[config.mk]
export PLATFORM = sky130hd
export DESIGN_NAME = uart_rx
export DESIGN_NICKNAME = d
export VERILOG_FILES = /design/src/rtl/uart_pkg.sv /design/src/rtl/sync_2ff.sv /design/src/rtl/uart_rx.sv
export SDC_FILE = /design/constraint.sdc
export NUM_CORES = 1
export LEC_CHECK = 0
export ABC_AREA = 1
export BUFFER_PORTS_ARGS = -buffer_cell sky130_fd_sc_hd__buf_2
export CAP_MARGIN = 20
export CORE_UTILIZATION = 30
export DETAILED_ROUTE_END_ITERATION = 12
export PLACE_DENSITY_LB_ADDON = 0.25
export SYNTH_ARGS = -nofsm -noshare
export SYNTH_HDL_FRONTEND = slang
export SYNTH_SLANG_ARGS = --single-unit
[constraint.sdc]
create_clock -name clk -period 1.8 [get_ports clk]
set_clock_uncertainty 0.15 [all_clocks]
set_input_delay 0.36 -clock clk [delete_from_list [all_inputs] [get_ports clk]]
set_output_delay 0.36 -clock clk [all_outputs]
set_load 0.01 [all_outputs]
[src/rtl/uart_pkg.sv]
// Shared UART definitions: receiver state encoding and the default line parameters.
// Build option UART_RX_PARITY_EN adds the PARITY state for the even-parity receiver.
package uart_pkg;

  localparam int DEFAULT_BAUD_RATE = 115_200;
  localparam int DEFAULT_CLK_FREQ  = 50_000_000;

  typedef enum logic [2:0] {
    IDLE,
    START,
    DATA,
`ifdef UART_RX_PARITY_EN
    PARITY,
`endif
    STOP,
    WAIT_HIGH
  } rx_state_t;

endpackage

[src/rtl/sync_2ff.sv]
// Generic two-flop synchronizer for a single asynchronous bit, with a selectable reset value.
// No build options (UART_RX_PARITY_EN does not affect this file).
module sync_2ff #(
  parameter logic RESET_VALUE = 1'b0
) (
  input  logic clk,
  input  logic reset,
  input  logic i_async,
  output logic o_sync
);

  logic r_meta;
  logic r_sync;

  always_ff @(posedge clk) begin
    if (reset) begin
      r_meta <= RESET_VALUE;
      r_sync <= RESET_VALUE;
    end else begin
      r_meta <= i_async;
      r_sync <= r_meta;
    end
  end

  assign o_sync = r_sync;

endmodule

[src/rtl/uart_rx.sv]
// 8N1 UART receiver with counter-based mid-bit sampling and a valid/ready output handshake.
// Define UART_RX_PARITY_EN to expect one even-parity bit after the data bits.
module uart_rx
  import uart_pkg::*;
#(
  parameter int DATA_WIDTH = 8,
  parameter int BAUD_RATE  = DEFAULT_BAUD_RATE,
  parameter int CLK_FREQ   = DEFAULT_CLK_FREQ
) (
  input  logic                  clk,
  input  logic                  reset,
  input  logic                  ena,
  input  logic                  rxd,
  output logic [DATA_WIDTH-1:0] rx_data,
  output logic                  rx_valid,
  input  logic                  rx_ready,
  output logic                  rx_busy,
  output logic                  frame_err,
  output logic                  overrun,
  output logic                  parity_err
);

  localparam int PULSE_WIDTH      = CLK_FREQ / BAUD_RATE;
  localparam int HALF_PULSE_WIDTH = PULSE_WIDTH / 2;
  localparam int LB_PULSE_WIDTH   = $clog2(PULSE_WIDTH);
  localparam int LB_DATA_WIDTH    = $clog2(DATA_WIDTH);

  // Counter runs down to zero, so reloads are one less than the interval length.
  localparam logic [LB_PULSE_WIDTH-1:0] FULL_RELOAD = LB_PULSE_WIDTH'(PULSE_WIDTH - 1);
  localparam logic [LB_PULSE_WIDTH-1:0] HALF_RELOAD = LB_PULSE_WIDTH'(HALF_PULSE_WIDTH - 1);
  localparam logic [LB_PULSE_WIDTH-1:0] COUNT_ONE   = LB_PULSE_WIDTH'(1);
  localparam logic [LB_DATA_WIDTH-1:0]  LAST_BIT    = LB_DATA_WIDTH'(DATA_WIDTH - 1);
  localparam logic [LB_DATA_WIDTH-1:0]  BIT_ONE     = LB_DATA_WIDTH'(1);

  logic                      w_rxdSync;
  logic                      w_startEdge;
  logic                      w_tick;
  logic                      r_rxdPrev;
  rx_state_t                 r_state;
  logic [LB_PULSE_WIDTH-1:0] r_count;
  logic [LB_DATA_WIDTH-1:0]  r_bitIdx;
  logic [DATA_WIDTH-1:0]     r_shift;
  logic [DATA_WIDTH-1:0]     r_rxData;
  logic                      r_rxValid;
  logic                      r_frameErr;
  logic                      r_overrun;
`ifdef UART_RX_PARITY_EN
  logic                      r_parityBad;
  logic                      r_parityErr;
`endif

  sync_2ff #(
    .RESET_VALUE (1'b1)
  ) u_rxdSync (
    .clk     (clk),
    .reset   (reset),
    .i_async (rxd),
    .o_sync  (w_rxdSync)
  );

  assign w_startEdge = r_rxdPrev & ~w_rxdSync;
  assign w_tick      = (r_count == '0);

  always_ff @(posedge clk) begin
    if (reset) begin
      r_state    <= IDLE;
      r_count    <= '0;
      r_bitIdx   <= '0;
      r_shift    <= '0;
      r_rxdPrev  <= 1'b1;
      r_rxData   <= '0;
      r_rxValid  <= 1'b0;
      r_frameErr <= 1'b0;
      r_overrun  <= 1'b0;
`ifdef UART_RX_PARITY_EN
      r_parityBad <= 1'b0;
      r_parityErr <= 1'b0;
`endif
    end else begin
      r_rxdPrev  <= w_rxdSync;
      r_frameErr <= 1'b0;
      r_overrun  <= 1'b0;
`ifdef UART_RX_PARITY_EN
      r_parityErr <= 1'b0;
`endif
      // A read clears valid; a coinciding commit below overrides this.
      if (rx_ready) begin
        r_rxValid <= 1'b0;
      end

      if (!ena) begin
        r_state  <= IDLE;
        r_count  <= '0;
        r_bitIdx <= '0;
      end else begin
        case (r_state)
          IDLE: begin
            if (w_startEdge) begin
              r_state <= START;
              r_count <= HALF_RELOAD;
            end
          end

          START: begin
            if (w_tick) begin
              if (w_rxdSync) begin
                r_state <= IDLE;
              end else begin
                r_state  <= DATA;
                r_bitIdx <= '0;
                r_count  <= FULL_RELOAD;
              end
            end else begin
              r_count <= r_count - COUNT_ONE;
            end
          end

          DATA: begin
            if (w_tick) begin
              r_shift <= {w_rxdSync, r_shift[DATA_WIDTH-1:1]};
              r_count <= FULL_RELOAD;
              if (r_bitIdx == LAST_BIT) begin
                r_bitIdx <= '0;
`ifdef UART_RX_PARITY_EN
                r_state  <= PARITY;
`else
                r_state  <= STOP;
`endif
              end else begin
                r_bitIdx <= r_bitIdx + BIT_ONE;
              end
            end else begin
              r_count <= r_count - COUNT_ONE;
            end
          end

`ifdef UART_RX_PARITY_EN
          PARITY: begin
            if (w_tick) begin
              r_parityBad <= ^{r_shift, w_rxdSync};
              r_count     <= FULL_RELOAD;
              r_state     <= STOP;
            end else begin
              r_count <= r_count - COUNT_ONE;
            end
          end
`endif

          // Leaving at mid-stop-bit leaves half a bit of slack for the next start edge.
          STOP: begin
            if (w_tick) begin
              if (w_rxdSync) begin
                r_state <= IDLE;
                if (!r_rxValid || rx_ready) begin
                  r_rxData  <= r_shift;
                  r_rxValid <= 1'b1;
                end else begin
                  r_overrun <= 1'b1;
                end
`ifdef UART_RX_PARITY_EN
                r_parityErr <= r_parityBad;
`endif
              end else begin
                r_frameErr <= 1'b1;
                r_state    <= WAIT_HIGH;
              end
            end else begin
              r_count <= r_count - COUNT_ONE;
            end
          end

          WAIT_HIGH: begin
            if (w_rxdSync) begin
              r_state <= IDLE;
            end
          end

          default: begin
            r_state <= IDLE;
          end
        endcase
      end
    end
  end

  assign rx_data   = r_rxData;
  assign rx_valid  = r_rxValid;
  assign rx_busy   = (r_state != IDLE);
  assign frame_err = r_frameErr;
  assign overrun   = r_overrun;
`ifdef UART_RX_PARITY_EN
  assign parity_err = r_parityErr;
`else
  assign parity_err = 1'b0;
`endif

endmodule

==> results of run 1 <==
==> area by class of cell <==
type	count	area, sq um
tap	72	90.09
multi-input combinational	168	848.3
timing repair buffer	22	125.1
fill	614	3420
clock buffer	5	68.82
clock inverter	3	65.06
inverter	26	115.1
sequential	37	740.7
==> critical path, cell delays in order (launching register included) <==
cell,delay (ns)
dfxtp_1,0.32
inv_1,0.07
ha_1,0.20
nand2_2,0.11
nor2_4,0.16
nand2_4,0.10
nor2_8,0.15
nand2_4,0.10
o21ai_0,0.16
nor2_1,0.06
==> placed cells by master (no fill, tap or decap) <==
cell type,netlist,routed
a21oi_1,19,19
a21oi_2,1,1
a31oi_1,1,1
buf_2,0,16
buf_4,1,6
bufinv_16,0,2
clkbuf_8,0,5
clkinv_1,1,1
clkinv_2,0,1
clkinv_4,1,1
clkinv_8,1,1
conb_1,1,1
dfxtp_1,37,37
ha_1,3,3
inv_1,21,21
inv_2,2,2
nand2_1,50,49
nand2_2,2,2
nand2_4,2,3
nand2_8,1,1
nand3_1,13,13
nand3_2,1,1
nand3b_1,1,1
nor2_1,37,37
nor2_2,3,3
nor2_4,1,1
nor2_8,1,1
nor3_1,5,4
nor3_2,0,1
nor4_1,1,1
o2111ai_1,1,1
o21ai_0,19,19
o21ai_1,1,1
or2_2,2,2
xor2_1,2,2
==> worst min-delay path by stage <==
stage | startpoint | to | slack (ns) | cells past startpoint
after global placement | u_rxdSync.r_meta | u_rxdSync.o_sync | 0.26 | 1
after detailed placement | u_rxdSync.r_meta | u_rxdSync.o_sync | 0.26 | 1
final | rxd | u_rxdSync.r_meta | 0.11 | 2
after floorplan | u_rxdSync.r_meta | u_rxdSync.o_sync | 0.24 | 1
after global routing | rxd | u_rxdSync.r_meta | 0.10 | 2
after CTS | rxd | u_rxdSync.r_meta | 0.1 | 2
==> flip-flops by register name, indices dropped and copies added, names as in the netlist, 3 cells and up <==
name      count
r_bitIdx      3
r_count       9
r_shift       8
r_state       3
rx_data       8
==> where the power goes <==
group	internal [mW]	switching [mW]	total, mW
logic	0.111	0.198	0.309
clock network	0.551	0.300	0.850
registers	0.836	0.0165	0.853
==> timing repair <==
action                                 CTS  global route
setup endpoints to repair                0            29
endpoints found under the hold margin    0             0
resized for setup                        0             3
buffers inserted                         0             0
==> through the flow <==
| step | util | setup TNS, ns |
|---|---|---|
| after detailed placement | 0.3484 | 0 |
| after global placement | 0.3484 | 0 |
| final | 0.3752 | 0 |
| after floorplan | - | 0 |
| after CTS | 0.3729 | 0 |
| after global routing | 0.3752 | -0.05118 |
==> cell families (layout without fill, tap and decap cells) <==
logic type / after synthesis / count (layout) / synth area share
AND/OR/NAND/NOR: 120 / 120 / 0.3277
adder cells (fa/ha/maj): 3 / 3 / 0.02204
buffers and inverters: 28 / 56 / 0.07422
XOR/XNOR: 2 / 2 / 0.01029
other: 1 / 1 / 0.002202
AO/OA/AOI/OAI: 42 / 42 / 0.1286
flip-flops: 37 / 37 / 0.4350
==> metal layers <==
metal  GRT usage  up-vias  wire, microns
met1      0.1642      669           1689
met2      0.2035       25           1534
met5           0        -              0
met4     0.04528        0             44
met3     0.03529        4            142
li1            -      801              -
==> reports/qor.txt, run 1 <==
Status: complete, no violations
Post-route DRC: 0
Starting Density: 0.3112
Placed cell areas: 1907 sq um
Crit end category: flip-flop
Via density: 4.502
Post-synth EDFFs: 0
Worst setup endpoint: rx_data[3]
Antenna Nets Post-Route: 0
Setup violators final: 0
Number of iterations in the first detailed-routing pass: 4
Drt total wl: 3410 microns
Power Density: 980.0 nW/um^2
Fraction of registers with async set/reset: 0
Final min period: 1.682 ns
Worst setup margin: 0.1183 ns
CP Launch Point: r_count[0]
Vias after detailed routing: 1499
Die Area: 5981 sq um
Routability congestion estimate: 0.8250
Final Slew Violations: 0
First-pass GRT wire length: 6092 microns
Num Clock Sinks: 37
Synthesized area per cell: 7.309 sq um
Synth Flop Type: dfxtp_1
Reg-to-Reg End: rx_data[3]
Pre-CTS WS: 0.06722 ns
Final cycle utilization of the critical path: 0.9343
RSZ-0062 raised after global routing: true
Die X: 77.34 microns
CP Max Fanout: 9
Number of input and output port buffers inserted: 16
Routed length per instance: 10.24 microns
Post-CTS Hold Buffers: 0
Post-synthesis cell type count: 31
Critical Path AT: 1.72 ns
Num CTS Buffers: 5
Worst skew pair latency: 0.29 ns
Area Overhead vs Synth: 20.57%
Power, Total: 2.012 mW
Largest net degree at the start of global routing: 13
I/O pins: 18
Clock Tree Root: clkbuf_8
DRT iter0 DRCs: 38
Mapped Area: 1703 sq um
Cell row count: 27
Layout cells sized above 1: 0.1916
Worst Hold Class: in -> reg
Synth Warn #: 0
Gr usage total: 0.1276
Setup CP Type: reg -> reg
Post-synth top cells: 50 x nand2_1, 37 x dfxtp_1, 37 x nor2_1
Final Instance Area: 2053 sq um
Critical Path RT: 1.83 ns
Clk buf depth: 2
Syn Inst Count: 233
Post-synthesis sequential area ratio: 0.4350
Core area: 5473 sq um
Register bit total from synthesis: 37
VDD IR max: 0.3046 mV
CTS tree: built
H-tree levels: 2
Post-synthesis net count: 241
Synth area leader: dfxtp_1
Vias in the first global route: 1378
Area contributors post-synth: dfxtp_1 43%, nand2_1 11%, nor2_1 8.2%
Clk slew on worst S/H paths: 0.08 ns
Startpoint types: flip-flop
Static Leakage: 0.8965 nW
R2r worst-path depth: 9
Non-Filler Instances: 333
Worst reg2reg setup slack: 0.12 ns
Worst hold margin: 0.1052 ns
R2r startpoint: r_count[0]
# diodes: 0
Die Y: 77.34 microns
Placed Cells: 325
Synth top area share: 0.4350
GRT overflow: 0
Final Hold Viols: 0
Initial antenna violation count: 0
Count leader, synth: nand2_1
Max Clock Freq: 594.6 MHz
Hpwl dp: 2600 microns
NumNets Final: 268
Max-cap viol count: 0
Note: power is estimated with default switching activity, not from simulation.
==> run 2, diff against run 1 <==
--- a/config.mk
+++ b/config.mk
@@ -5,9 +5,7 @@
 export SDC_FILE = /design/constraint.sdc
 export NUM_CORES = 1
 export LEC_CHECK = 0
-export ABC_AREA = 1
 export BUFFER_PORTS_ARGS = -buffer_cell sky130_fd_sc_hd__buf_2
-export CAP_MARGIN = 20
 export CORE_UTILIZATION = 30
 export DETAILED_ROUTE_END_ITERATION = 12
 export PLACE_DENSITY_LB_ADDON = 0.25
==> constraint.sdc (replaced) <==
create_clock -name clk -period 1.8 [get_ports clk]
set_clock_uncertainty 0.15 [all_clocks]
set_input_delay 0.36 -clock clk [delete_from_list [all_inputs] [get_ports clk]]
set_output_delay 0.36 -clock clk [all_outputs]
set_load 0.005 [all_outputs]
==> run 2 against run 1 <==
Via count up 24%. Largest cell class unchanged. The run now ends with negative setup slack left. Non-clock buffer count up 42. Critical endpoint is now r_count[3]. Count of clock-buffer cells in the layout unchanged.
==> reports/qor.txt, run 2 <==
Cell family with most CP delay: simple AND/OR/NAND/NOR gates
Synth Warn #: 0
Post-route DRC: 0
Final min period: 1.951 ns
Area Overhead vs Synth: 37.60%
Mapped Area: 1877 sq um
Synth top area share: 0.3947
Power, Total: 1.685 mW
Leading cell type in the layout, fill and taps excluded: buf_4
Post-CTS Hold Buffers: 0
Antenna Nets Post-Route: 0
Worst skew pair latency: 0.30 ns
Vias in the first global route: 1668
Violated checks: negative setup slack
Final Hold Viols: 0
Critical-path top delay cell: or4b_4
Layout cells sized above 1: 0.4088
Worst path cell trace: inv_2, ha_4, or4b_4, nor2_4, buf_6, a21oi_2, a221oi_1
Die Area: 6576 sq um
Bufs and invs on worst path: 2
Count leader, synth: dfxtp_1
First-pass GRT wire length: 8273 microns
Max Clock Freq: 512.5 MHz
Num Clock Sinks: 37
Drt total wl: 5260 microns
Initial antenna violation count: 0
Startpoint types: flip-flop
R2r startpoint: r_count[0]
Placed Cells: 335
Routed length per instance: 15.07 microns
Num CTS Buffers: 5
Cell count along the critical path: 7
Critical Path RT: 1.85 ns
Post-synthesis sequential area ratio: 0.3947
Pre-CTS WS: -0.07670 ns
Fraction of registers with async set/reset: 0
Vias after detailed routing: 1865
CP Max Fanout: 6
Post-synthesis net count: 225
Synthesized area per cell: 8.649 sq um
VDD IR max: 0.4187 mV
Core area: 5991 sq um
Hpwl dp: 3728 microns
DRT iter0 DRCs: 198
Non-Filler Instances: 349
Critical Path AT: 2.01 ns
Reg-to-Reg End: r_count[3]
H-tree levels: 2
Starting Density: 0.3133
Via density: 5.344
# diodes: 0
Gr usage total: 0.1674
Syn Inst Count: 217
RSZ-0062 raised after global routing: true
Setup violators final: 20
Post-synthesis cell type count: 51
Die X: 81.10 microns
Post-synth EDFFs: 0
Clock Tree Root: clkbuf_8
Static Leakage: 1.090 nW
Clk buf depth: 2
Post-synth top cells: 37 x dfxtp_1, 21 x a21oi_1, 17 x o21ai_0
Crit end category: flip-flop
Most flops, register: r_count
R2r worst-path depth: 7
Max reg flops: 9
Worst path max stage delay: 0.49 ns
I/O pins: 18
Area contributors post-synth: dfxtp_1 39%, a21oi_1 5.6%, o21ai_0 4.5%
Final Slew Violations: 0
Worst reg2reg setup slack: -0.15 ns
Power Density: 652.5 nW/um^2
Worst setup endpoint: r_count[3]
Worst hold margin: 0.08999 ns
Routability congestion estimate: 0.8662
Cell row count: 28
Register bit total from synthesis: 37
Synth area leader: dfxtp_1
Worst Hold Class: in -> reg
CP Launch Point: r_count[0]
Setup CP Type: reg -> reg
Clk slew on worst S/H paths: 0.09 ns
Final cycle utilization of the critical path: 1.084
Number of iterations in the first detailed-routing pass: 4
Largest net degree at the start of global routing: 22
Synth Flop Type: dfxtp_1
Worst setup margin: -0.1512 ns
Most frequent cells in the layout: 42 x buf_4, 34 x dfxtp_1, 16 x nor2_1, 16 x buf_2
Die Y: 81.10 microns
Fillers: 615
NumNets Final: 281
Number of input and output port buffers inserted: 16
CTS tree: built
GRT overflow: 0
Status: finished, violations left
Max-cap viol count: 0
[run 2: logic make-up after synthesis]
group	Yosys count	synth area share
flops	37	0.3947
simple gates	78	0.2527
mux	8	0.04267
fa+ha+maj	3	0.02000
other cells	1	0.001998
compound gates	68	0.2367
buf+inv	22	0.05133
[run 2: power breakdown]
part           total (mW)  internal, mW  switching [mW]
combinational       0.234         0.109           0.124
sequential          0.831         0.824         0.00675
clock               0.620         0.280           0.341
[run 2: final cells by class]
type | instances | area [sq um] | share of cell area
sequential | 37 | 744.5 | 0.2883
inverter | 7 | 26.28 | 0.01017
clock inverter | 3 | 25.02 | 0.009690
timing repair buffer | 64 | 471.7 | 0.1827
multi-input combinational | 158 | 1152 | 0.4462
tap | 75 | 93.84 | 0.03634
clock buffer | 5 | 68.82 | 0.02665
[run 2: worst reg2reg max path, stage by stage, from the launching register on]
cell      delay [ns]
dfxtp_2         0.33
inv_2           0.07
ha_4            0.13
or4b_4          0.49
nor2_4          0.25
buf_6           0.13
a21oi_2         0.04
a221oi_1        0.26
[run 2: metrics by stage]
step / instance area [sq um] / utilization / setup TNS [ns]
floorplan: 1922 / - / -0.5600
global placement: 2322 / 0.3876 / -0.5342
detailed placement: 2322 / 0.3876 / -0.6919
CTS: 2457 / 0.4102 / -0.3191
global route: 2582 / 0.4311 / -2.746
finish: 2582 / 0.4311 / -1.849
[run 2: worst min path at each step]
stage                          start               end  slack (ns)  cells past startpoint
detailed placement  u_rxdSync.r_meta  u_rxdSync.o_sync        0.25                      1
CTS                              rxd  u_rxdSync.r_meta        0.09                      2
global placement    u_rxdSync.r_meta  u_rxdSync.o_sync        0.25                      1
floorplan           u_rxdSync.r_meta  u_rxdSync.o_sync        0.24                      1
finish                           rxd  u_rxdSync.r_meta        0.09                      2
global route                     rxd  u_rxdSync.r_meta        0.09                      2
[run 2: routing by layer]
layer / wire, microns / vias up / track usage
met5: 0 / - / 0
met4: 85 / 0 / 0.05893
met3: 293 / 9 / 0.03483
met2: 2383 / 53 / 0.2555
met1: 2498 / 893 / 0.2313
li1: - / 910 / -
[run 2: timing repair]
| item | 4_1_cts | 5_1_grt |
|---|---|---|
| pin swaps | 4 | 10 |
| endpoints found under the hold margin | 0 | 0 |
| resized for setup | 7 | 19 |
| buffers inserted | 2 | 4 |
| endpoints found under the setup margin | 17 | 31 |
==> run 3, diff against run 2 <==
--- a/config.mk
+++ b/config.mk
@@ -9,6 +9,7 @@
 export CORE_UTILIZATION = 30
 export DETAILED_ROUTE_END_ITERATION = 12
 export PLACE_DENSITY_LB_ADDON = 0.25
+export SETUP_SLACK_MARGIN = 0.1
 export SYNTH_ARGS = -nofsm -noshare
 export SYNTH_HDL_FRONTEND = slang
 export SYNTH_SLANG_ARGS = --single-unit
==> run 3 against run 2 <==
The run still ends with negative setup slack left. First-iteration DRC count increased by 38%. Register-to-register slack improved by 0.06 ns. Clock power increased by 20%. Sequential power about the same. Via count increased by 0.11%. Final cell count increased by 1.7%. Final area increased by 8.9%. Non-clock buffer count increased by 6. Count of clock-buffer cells in the layout increased by 1. Combinational power increased by 26%. Highest routed layer unchanged.
==> reports/qor.txt, run 3 (synthesis results as in run 2) <==
Status: finished, violations left
Violated checks: negative setup slack
Setup CP Type: reg -> reg
Vias after detailed routing: 1867
Core area: 5991 sq um
Antenna Nets Post-Route: 0
Worst Hold Class: in -> reg
NumNets Final: 287
Critical-path top delay cell: or4b_4
Cell row count: 28
Crit end category: flip-flop
Leading cell type in the layout, fill and taps excluded: buf_4
Drt total wl: 5771 microns
Static Leakage: 1.189 nW
VDD IR max: 0.3933 mV
Hpwl dp: 3709 microns
Post-route DRC: 0
Hold Crit Start: rxd
Initial antenna violation count: 0
Die Area: 6576 sq um
Worst path max stage delay: 0.50 ns
Flop pwr share: 0.444
Hold Crit Depth: 2
Die Y: 81.10 microns
Area Overhead vs Synth: 49.80%
Max reg flops: 9
Max-cap viol count: 0
Routed length per instance: 16.26 microns
Most flops, register: r_count
Power Internal: 1.390 mW
Net Sw Frac: 0.2598
Clock group share of total power: 0.398
Routability congestion estimate: 0.8860
DRT iter0 DRCs: 273
Critical Path RT: 1.84 ns
R2r startpoint: r_count[0]
Reg-to-Reg End: r_count[0]
Critical Path AT: 1.94 ns
Number of input and output port buffers inserted: 16
Largest net degree at the start of global routing: 22
Fillers: 570
Setup violators final: 22
Final cycle utilization of the critical path: 1.053
Worst reg2reg setup slack: -0.1 ns
Hold Path Sink: u_rxdSync.r_meta
Most frequent cells in the layout: 45 x buf_4, 30 x dfxtp_1, 16 x buf_2, 15 x o21ai_0, 14 x nor2_1
Slew Limit Headroom: 0.6460
R2r worst-path depth: 9
Final Slew Violations: 0
I/O pins: 18
Final min period: 1.896 ns
Startpoint types: flip-flop
Vias in the first global route: 1809
Starting Density: 0.3133
Multi-input gate area: 1256 sq um
Sequential Area: 752.0 sq um
Setup TNS Final: -1.585 ns
P_sw: 0.4878 mW
Gr usage total: 0.1829
Num CTS Buffers: 5
# diodes: 0
Layout cells sized above 1: 0.4786
Post-CTS Hold Buffers: 0
Clock Tree Root: clkbuf_8
First-pass GRT wire length: 9114 microns
Num Clock Sinks: 37
CTS tree: built
Final Hold Viols: 0
CP Max Fanout: 4
GRT overflow: 0
Worst setup margin: -0.09598 ns
Worst-Margin Slew: 0.5269 ns
Fin util: 0.4693
Power Density: 667.8 nW/um^2
Clk slew on worst S/H paths: 0.09 ns
Die X: 81.10 microns
Clk buf depth: 2
Share of total power in combinational logic: 0.158
Worst skew pair latency: 0.30 ns
Via density: 5.259
Max Clock Freq: 527.4 MHz
H-tree levels: 2
Worst path cell trace: inv_2, ha_4, or4b_4, nor2_4, buf_12, buf_6, buf_6, a2111o_1, o31ai_1
RSZ-0062 raised after global routing: true
Cell mode on critical path: buf_6
Number of iterations in the first detailed-routing pass: 4
[run 3: repair_timing]
item	4_1_cts	5_1_grt
pin swaps	10	6
setup endpoints to repair	34	35
gates resized for setup	23	14
cloned	0	2
setup buffers	3	8
[run 3: final cells by class]
| class | count | area share |
|---|---|---|
| clock buffer | 6 | 0.02581 |
| clock inverter | 2 | 0.01380 |
| inverter | 7 | 0.009346 |
| multi-input combinational | 158 | 0.4468 |
| sequential | 37 | 0.2675 |
| tap | 75 | 0.03338 |
| timing repair buffer | 70 | 0.2034 |
[run 3: how the worst max path moves through the flow]
| stage | from | to | depth (start not counted) |
|---|---|---|---|
| floorplan | r_count[0] | r_bitIdx[1] | 7 |
| global placement | r_count[0] | r_count[1] | 8 |
| detailed placement | r_count[1] | rx_data[7] | 7 |
| CTS | r_count[0] | r_count[3] | 6 |
| global route | r_count[0] | r_state[0] | 7 |
| finish | r_count[0] | r_count[0] | 9 |
[run 3: per-layer routing]
| metal | global-route usage | wire length [microns] | vias up |
|---|---|---|---|
| li1 | - | - | 926 |
| met1 | 0.2379 | 2717 | 866 |
| met2 | 0.2824 | 2661 | 63 |
| met4 | 0.09286 | 126 | 0 |
| met5 | 0 | 0 | - |
| met3 | 0.04045 | 265 | 12 |
[run 3: through the flow]
stage | std cells | worst slack, ns | hold WS [ns] | cell area [sq um] | power (mW)
finish | 355 | -0.09598 | 0.09592 | 2811 | 1.877
CTS | 345 | -0.07741 | 0.09146 | 2631 | 1.811
global placement | 334 | -0.09427 | 0.2427 | 2400 | 1.043
global route | 355 | -0.1777 | 0.09839 | 2811 | 1.940
floorplan | 217 | -0.09134 | 0.2395 | 2007 | 0.9711
detailed placement | 334 | -0.07174 | 0.2506 | 2400 | 1.039
[run 3: power by group through the flow]
stage,Clock (mW),Sequential [mW],Combinational (mW)
global route,0.792,0.835,0.313
global placement,0,0.854,0.189
CTS,0.765,0.834,0.211
detailed placement,0,0.854,0.185
finish,0.747,0.834,0.296
floorplan,0,0.850,0.121
[run 3: critical path, delay by kind of cell (launching register included)]
kind	cells	cell delay (ns)
and+or+nand+nor	2	0.66
buffers and inverters	4	0.33
AOI/OAI and AO/OA	2	0.17
adders and majority gates	1	0.13
DFF	1	0.33
